==> config.mk <==
export PLATFORM = sky130hd
export DESIGN_NAME = bin_to_bcd
export DESIGN_NICKNAME = d
export VERILOG_FILES = /design/src/rtl/bin_to_bcd.sv
export SDC_FILE = /design/constraint.sdc
export NUM_CORES = 1
export LEC_CHECK = 0
export CAP_MARGIN = 20
export CORE_UTILIZATION = 40
export DETAILED_ROUTE_END_ITERATION = 8
export GPL_TIMING_DRIVEN = 0
export PLACE_DENSITY = 0.71
export REMOVE_ABC_BUFFERS = 1
export SLEW_MARGIN = 20
export SYNTH_ARGS = -nofsm -noshare
export SYNTH_HDL_FRONTEND = slang
export SYNTH_SLANG_ARGS = --single-unit
==> constraint.sdc <==
create_clock -name clock -period 2.93 [get_ports clock]
set_input_delay 0.4395 -clock clock [delete_from_list [all_inputs] [get_ports clock]]
set_output_delay 0.4395 -clock clock [all_outputs]
set_load 0.02 [all_outputs]
==> src/rtl/bin_to_bcd.sv <==
// bin_to_bcd: registered 6-bit binary to two-digit BCD converter using double-dabble
module bin_to_bcd (
  input  logic       clock,
  input  logic       reset,
  input  logic [5:0] binary,
  output logic [3:0] high_bcd,
  output logic [3:0] low_bcd
);
  logic [7:0] bcd;
  logic [3:0] high_d, high_q, low_d, low_q;
  // shift-add-3 over all six input bits, MSB first
  always_comb begin
    bcd = 8'd0;
    for (int i = 5; i >= 0; i--) begin
      bcd[7:4] = (bcd[7:4] >= 4'd5) ? bcd[7:4] + 4'd3 : bcd[7:4];
      bcd[3:0] = (bcd[3:0] >= 4'd5) ? bcd[3:0] + 4'd3 : bcd[3:0];
      bcd = {bcd[6:0], binary[i]};
    end
    high_d = bcd[7:4];
    low_d = bcd[3:0];
  end
  // output register; reset wins over the new conversion
  always_ff @(posedge clock) begin
    high_q <= reset ? 4'd0 : high_d;
    low_q <= reset ? 4'd0 : low_d;
  end
  assign high_bcd = high_q;
  assign low_bcd = low_q;
endmodule

# Word level (Yosys, flattened, before mapping)

Cells that the tools add are included.

$lt $le $gt $ge: 3
Bitwise gates (word level): 1
Reductions and logical operators: 1
$add $sub $neg: 3
Multiplexer cells: 3

Operator list:

| operator                                                               | count |
|---|---|
| 4-bit by 2-bit adder with 4-bit output (second input constant)         | 2 |
| 4-bit by 3-bit >= comparator with 1-bit output (second input constant) | 2 |
| 4-bit two-way mux                                                      | 2 |
| 3-bit by 2-bit adder with 4-bit output (second input constant)         | 1 |
| 3-bit >= comparator (second input constant)                            | 1 |
| 3-bit two-way mux                                                      | 1 |
| 2-bit OR reduction                                                     | 1 |
| 1-bit NOT                                                              | 1 |

Word-level logic and storage cells: 14
Flip-flop bits (word level): 7

# Depth between registers and ports, before layout

Gate-level depths: netlist of run 1.

Word-level depth: 6
Mapped depth: 11

# Worst setup path before layout of run 1

OpenSTA, ideal clock, no wires.

Path kind: input to register
Start point: input binary[4]
End point: register low_q[3] (netlist: low_bcd[3])
Path slack: 0.249 ns
Arrival: 2.606 ns
Cell stages on the path: 11
Path through: buf_6 > inv_1 > ha_1 > o21bai_1 > mux2_4 > ha_1 > or2b_1 > nor4b_2 > o211a_1 > or4_1 > o22ai_1

Word-level cells in the longest chain between the ends: 6

Ends and longest elaborated chain:

| item                                                                                                     | line | RTL |
|---|---|---|
| from (decl)                                                                                              | 5    | `input logic [5:0] binary,` |
| 3-bit by 2-bit adder with 4-bit output or 3-bit >= comparator (tied branches)                            | 16   | `bcd[3:0] = (bcd[3:0] >= 4'd5) ? bcd[3:0] + 4'd3 : bcd[3:0];` |
| 3-bit two-way mux *                                                                                      | 16   |  |
| 4-bit by 3-bit >= comparator with 1-bit output or 4-bit by 2-bit adder with 4-bit output (tied branches) | 16   |  |
| 4-bit two-way mux *                                                                                      | 16   |  |
| 4-bit by 2-bit adder with 4-bit output or 4-bit by 3-bit >= comparator with 1-bit output (tied branches) | 16   |  |
| 4-bit two-way mux *                                                                                      | 16   |  |
| to (signal assigned)                                                                                     | 25   | `low_q <= reset ? 4'd0 : low_d;` |
| to (decl)                                                                                                | 10   | `logic [3:0] high_d, high_q, low_d, low_q;` |

Mark *: on every way between the ends. The rest lies on a longest branch, timed or not.
A chain may end at the register's enable or synchronous reset.

# Worst setup path in the final report of run 1

Start point: input binary[3]
End point: register low_q[1] (netlist: low_bcd[1])

Word-level cells in the longest chain between the ends: 6

Ends and longest elaborated chain:

| item                                                                                                     | line |
|---|---|
| 3-bit by 2-bit adder with 4-bit output or 3-bit >= comparator (tied branches)                            | 16 |
| 3-bit two-way mux *                                                                                      | 16 |
| 4-bit by 2-bit adder with 4-bit output or 4-bit by 3-bit >= comparator with 1-bit output (tied branches) | 16 |
| 4-bit two-way mux *                                                                                      | 16 |
| 4-bit by 3-bit >= comparator with 1-bit output *                                                         | 16 |
| 4-bit two-way mux *                                                                                      | 16 |

Marked as above.

==> results of run 1 <==
## stage by stage
step / TNS (ns) / setup slack, ns / area [um2]
6_report: 0 / 0.128 / 767
5_1_grt: -0.0441 / -0.0441 / 767
4_1_cts: 0 / 0.0600 / 746
3_5_place_dp: -1.66 / -0.545 / 719
3_3_place_gp: -1.49 / -0.475 / 719
2_1_floorplan: 0 / 0.376 / 561
## how the worst min path moves through the flow
stage | start | end | depth (start not counted) | slack (ns)
after floorplan | reset | low_bcd[2] | 1 | 0.51
after global placement | binary[0] | low_bcd[0] | 2 | 1.01
after detailed placement | binary[0] | low_bcd[0] | 2 | 1.02
after CTS | binary[0] | low_bcd[0] | 2 | 0.75
after global routing | binary[4] | high_bcd[2] | 3 | 0.66
final | binary[4] | high_bcd[2] | 3 | 0.65
## kinds of logic (layout without fill, tap and decap cells)
logic type,count (synthesis),in the layout
multiplexers,3,3
buffers and inverters,8,23
flip-flops,7,7
AND/OR/NAND/NOR,20,20
other,1,1
AO/OA/AOI/OAI,23,23
adder cells (fa/ha/maj),4,4
## cell type report
cell class | instances | area (um2)
Sequential cell | 7 | 140
Fill cell | 137 | 567
Clock buffer | 4 | 26.3
Timing Repair Buffer | 14 | 136
Multi-Input combinational cell | 51 | 427
Inverter | 5 | 18.8
Tap cell | 15 | 18.8
## metal layers
metal | wire, um | vias to the layer above | global-route usage (%)
li1 | - | 276 | -
met1 | 545 | 235 | 21.8
met2 | 616 | 18 | 25.8
met3 | 54 | 2 | 1.67
met4 | 10 | 0 | 12.5
met5 | 0 | - | 0
## sequential cells by signal, indices dropped and copies added (netlist names)
register / count
low_bcd: 4
high_bcd: 3
## power by group through the flow
stage	Combinational, mW	Sequential, mW	Clock (mW)
floorplan	0.0663	0.122	0
global placement	0.123	0.109	0
detailed placement	0.124	0.109	0
CTS	0.124	0.107	0.0874
global route	0.144	0.108	0.0985
finish	0.130	0.107	0.0830
## Yosys cell counts (all sizes together), types with 2 or more instances
cell | number | area [um2]
inv | 5 | 18.8
o22ai | 2 | 12.5
buf | 3 | 30.0
mux2 | 2 | 26.3
o211ai | 5 | 37.5
nand2 | 3 | 11.3
nor2 | 4 | 15.0
nor2b | 2 | 20.0
nand2b | 2 | 12.5
o21a | 2 | 15.0
ha | 4 | 50.1
dfxtp | 7 | 140
o21ai | 4 | 23.8
## worst max-delay path, delay by kind of cell
kind,cells,cell delay [ns]
AOI/OAI and AO/OA,3,0.51
adders and majority gates,2,0.45
buffers and inverters,1,0.42
muxes,1,0.29
and+or+nand+nor,3,0.82
## timing repair
action / 4_1_cts / 5_1_grt
endpoints found under the setup margin: 3 / 3
cloned: 0 / 0
resized for setup: 3 / 6
buffers inserted: 0 / 0
endpoints found under the hold margin: 0 / 0
==> summary.md, run 1 <==
| Metric | Value |
|---|---|
| Synth Area in Simple Gates | 24.4% |
| Core region area | roughly 1300 um2 |
| Pins Over Slew Limit | 0 |
| Fraction of layout cells with a size suffix above 1 | 17.3% |
| Critical path, cell by cell | dlygate4sd2_1 -> ha_4 -> o21bai_1 -> mux2_4 -> ha_1 -> or2b_1 -> nor4b_4 -> o211ai_1 -> or3_1 -> a221oi_1 |
| Vias in the first global route | between 400 and 500 |
| Dominant synthesized flop cell | dfxtp_1 |
| Grt total ovfl | 0 |
| Power Dens Cells | between 400 and 500 nW/um2 |
| Most frequent cells in the layout | clkdlybuf4s50_1, dfxtp_1, o211ai_1 |
| DIE AREA | 1630 um2 |
| Clk slew on worst S/H paths | 0.05 ns |
| Sw Pwr | about 100 uW |
| Worst hold slack | about 0.65 ns |
| Routed WL | between 1 and 1.5 mm |
| Dpl cells | 92 |
| DRC marker count from the first detailed-route iteration | 6 |
| Layout Cells excl Fill | 96 |
| Crit-path max FO | 6 |
| Internal power | 219 uW |
| Cell Rows | 13 |
| Input/output buffers | 14 |
| Synthesis-to-finish area growth | 29.9% |
| Final period util | 95.6% |
| Post-DR wirelength/cell | approximately 13 um |
| Largest net degree at the start of global routing | 11 |
| Synth Warn # | 0 |
| Gate power share | 40.6% |
| Post-route ant nets | 0 |
| Chip Height | 40.4 um |
| Setup crit end kind | flip-flop |
| Crit path largest cell delay | 0.42 ns |
| Synthesized cell area | between 500 and 600 um2 |
| Seq/Total Area, Yosys | between 20% and 30% |
| Drt via density | around 5.5 |
| DRT Pass-1 Iters | 4 |
| Initial Util | 44.3% |
| Worst Setup EP | low_bcd[1] |
| Hold Vio Cnt, Final | 0 |
| Diode count | 0 |
| Final setup viols | 0 |
| P_leak | approximately 0.32 nW |
| CP max stage cell | dlygate4sd2_1 |
| Tot GR Track Use | around 17% |
| Post-synthesis mux area share | under 10% |
| Status | finished clean |
| Syn Inst Count | between 60 and 70 |
| CP arrival | just under 3 ns |
| H-tree lvl count | 1 |
| Worst Path Required | 3.07 ns |
| First-pass GRT wire length | 1.83 mm |
| I/O pins | 16 |
| DRC viols | 0 |
| Via count | 531 |
| Max cap viols | 0 |
| Startpoint types | input port |
| Post-DP HPWL | 883 um |
| Peak supply drop | 0.143 mV |
| Commonest non-fill, non-tap cell in the layout | clkdlybuf4s50_1 |
| Clock Power Share | approximately 26% |
| Cell variety after synth | 40 |
| Root Buffer | clkbuf_4 |
| Hold Path Class | in -> reg |
| Min Tclk post-route | 2.80 ns |
| Clock buffer depth | 2 |
| Largest family of logic cells by synthesized area | compound AO/OA/AOI/OAI gates |
| Synthesized-area fraction occupied by adder cells | 8.47% |
| Gp weighted congestion | 0.739 |
| FFs w/ async S/R, synth | 0% |
| Critical path origin | binary[3] |
| Clock buffer count from CTS | 3 |
| Antenna violations before repair | 0 |
| Post-synth EDFFs | 0 |
| Clock Sinks | 7 |
| Chip width | 40.4 um |
| Part of the power in registers | around 34% |
| Total power draw | 320 uW |
| # hold bufs at CTS | 0 |
| Syn_area_per_cell | 8.95 um2 |
| Final Util | between 50 and 60% |
| CTS tree | yes |
| Final nets | 94 |
| Synthesized flop and latch total | 7 |
| Worst setup path category | in -> reg |
| Fmax | 0.357 GHz |
| Synth Area in XOR/XNOR | 0% |
| Sw Share | 31.6% |
| Synth Area in Compound Gates | 28.4% |
No activity file was read; power rests on OpenSTA's default activity.
==> run 2: changes to the inputs <==
--- a/config.mk
+++ b/config.mk
@@ -9,9 +9,8 @@
 export CORE_UTILIZATION = 40
 export DETAILED_ROUTE_END_ITERATION = 8
 export GPL_TIMING_DRIVEN = 0
-export PLACE_DENSITY = 0.71
+export PLACE_DENSITY = 0.68
 export REMOVE_ABC_BUFFERS = 1
-export SLEW_MARGIN = 20
 export SYNTH_ARGS = -nofsm -noshare
 export SYNTH_HDL_FRONTEND = slang
 export SYNTH_SLANG_ARGS = --single-unit
==> run 2 against run 1 <==
  * Sequential share of layout area shrank 0.059 points
  * Wire length is 4.2% lower
  * Die area did not move
  * Global-route usage down 1.4 points
  * First-iteration DRC count is 17% higher
  * Via count increased by 0.56%
  * Setup slack better by 0.065 ns
  * Flip-flop and latch count stayed put
  * Critical path depth is the same
  * Clock-buffer cell count unchanged
  * Largest power group unchanged
==> summary.md, run 2 (synthesis results as in run 1) <==
| Metric | Value |
|---|---|
| Status | finished clean |
| Setup crit end kind | flip-flop |
| Final period util | 93.4% |
| Largest register FFs | 4 |
| Clk slew on worst S/H paths | 0.05 ns |
| H-tree lvl count | 1 |
| Hold path endpoint | high_bcd[2] |
| Worst hold slack | 0.686 ns |
| Gp weighted congestion | 0.760 |
| Worst setup path category | in -> reg |
| Final nets | 94 |
| Most frequent cells in the layout | clkdlybuf4s50_1, dfxtp_1, o211ai_1 |
| Total power draw | 322 uW |
| Finished Cell Area | 769 um2 |
| Pins Over Slew Limit | 0 |
| Area of the multi-input gates | between 400 and 500 um2 |
| Startpoint types | input port |
| Core region area | 1330 um2 |
| CTS tree | yes |
| Synthesis-to-finish area growth | 30.3% |
| Max cap viols | 0 |
| Routed WL | roughly 1.2 mm |
| DRC viols | 0 |
| Vias in the first global route | 462 |
| Dpl cells | 92 |
| RSZ-0062 raised after global routing | no |
| Hold depth | 2 |
| Fraction of layout cells with a size suffix above 1 | around 17% |
| Post-DR wirelength/cell | between 10 and 15 um |
| # hold bufs at CTS | 0 |
| Root Buffer | clkbuf_4 |
| I/O pins | 16 |
| Hold Vio Cnt, Final | 0 |
| Power Dens Cells | between 400 and 500 nW/um2 |
| Final setup viols | 0 |
| Worst Path Required | 3.10 ns |
| Clock Sinks | 7 |
| DRC marker count from the first detailed-route iteration | 7 |
| Fillers | 120 |
| Initial Util | 44.3% |
| Commonest non-fill, non-tap cell in the layout | clkdlybuf4s50_1 |
| Fmax | 0.365 GHz |
| DP Area | around 720 um2 |
| Chip width | 40.4 um |
| Layout Cells excl Fill | 96 |
| Clock buffer depth | 2 |
| Antenna violations before repair | 0 |
| Min Tclk post-route | 2.74 ns |
| DIE AREA | 1630 um2 |
| Chip Height | ~40 um |
| Grt total ovfl | 0 |
| Tot GR Track Use | 15.6% |
| DRT Pass-1 Iters | 4 |
| Diode count | 0 |
| Hold Path Class | in -> reg |
| Input/output buffers | 14 |
| Final Util | 57.7% |
| Worst Hold Launch | binary[5] |
| Register area | 140 um2 |
| Clock buffer count from CTS | 3 |
| Crit-path max FO | 6 |
| Cell Rows | 13 |
| Post-DP HPWL | about 870 um |
| CP arrival | ~2.9 ns |
| Peak supply drop | 0.158 mV |
| Drt via density | between 5 and 6 |
| Post-route ant nets | 0 |
| P_leak | between 0.3 and 0.4 nW |
| First-pass GRT wire length | 1.76 mm |
| Via count | 534 |
| Largest net degree at the start of global routing | 11 |
## run 2: cell counts in the layout (fill, tap and decap cells not counted)
No cell type changed its count.
## run 2: worst max path at each step
stage	depth (start not counted)	startpoint	endpoint	slack, ns
3_3_place_gp	11	binary[4]	low_bcd[1]	-0.51
6_report	10	binary[3]	low_bcd[3]	0.19
5_1_grt	10	binary[3]	low_bcd[1]	0.02
4_1_cts	11	binary[4]	low_bcd[1]	0.02
3_5_place_dp	11	binary[4]	low_bcd[1]	-0.60
2_1_floorplan	10	binary[4]	low_bcd[3]	0.38
## run 2: worst max-delay path, stage by stage
cell	delay, ns
dlygate4sd2_1	0.40
ha_4	0.24
o21bai_1	0.07
mux2_4	0.29
ha_1	0.22
or2b_1	0.24
o211ai_1	0.13
and3_4	0.22
or4_1	0.49
o22ai_1	0.16
## run 2: cell type report
cell class                      instances  area share, %
Inverter                                5           2.44
Timing Repair Buffer                   14           17.7
Clock buffer                            4           3.41
Multi-Input combinational cell         51           55.8
Tap cell                               15           2.44
Sequential cell                         7           18.2
## run 2: where the power goes
part / total [mW] / internal, mW / switching, mW
Clock: 0.0837 / 0.0517 / 0.0320
Combinational: 0.131 / 0.0624 / 0.0685
Sequential: 0.107 / 0.105 / 0.00216
## run 2: layer usage
layer,up-vias,global-route usage (%),share of wire (%)
met4,0,10.0,0
met1,237,19.0,48
li1,276,-,-
met3,0,0,4.6
met5,-,0,0
met2,21,26.6,47
## run 2: timing repair
action,4_1_cts,5_1_grt
buffers inserted,0,0
resized for setup,3,6
gates cloned,0,0
setup endpoints to repair,4,3
## run 2: metrics by stage
step	worst slack (ns)	setup TNS, ns
global route	0.0209	0
detailed placement	-0.602	-1.92
CTS	0.0199	0
finish	0.193	0
floorplan	0.376	0
global placement	-0.509	-1.57
==> run 3: changes to the inputs <==
--- a/config.mk
+++ b/config.mk
@@ -5,10 +5,11 @@
 export SDC_FILE = /design/constraint.sdc
 export NUM_CORES = 1
 export LEC_CHECK = 0
-export CAP_MARGIN = 20
+export CAP_MARGIN = 0
 export CORE_UTILIZATION = 40
 export DETAILED_ROUTE_END_ITERATION = 8
 export GPL_TIMING_DRIVEN = 0
+export MAX_ROUTING_LAYER = met4
 export PLACE_DENSITY = 0.68
 export REMOVE_ABC_BUFFERS = 1
 export SYNTH_ARGS = -nofsm -noshare
==> results of run 3 <==
Same layout as run 2: the final DEF is identical, and so are final timing and power.
Among the figures that moved: final weighted congestion in routability-driven placement 0.760 -> 0.770; overall routing resource usage 15.6% -> 16.0%
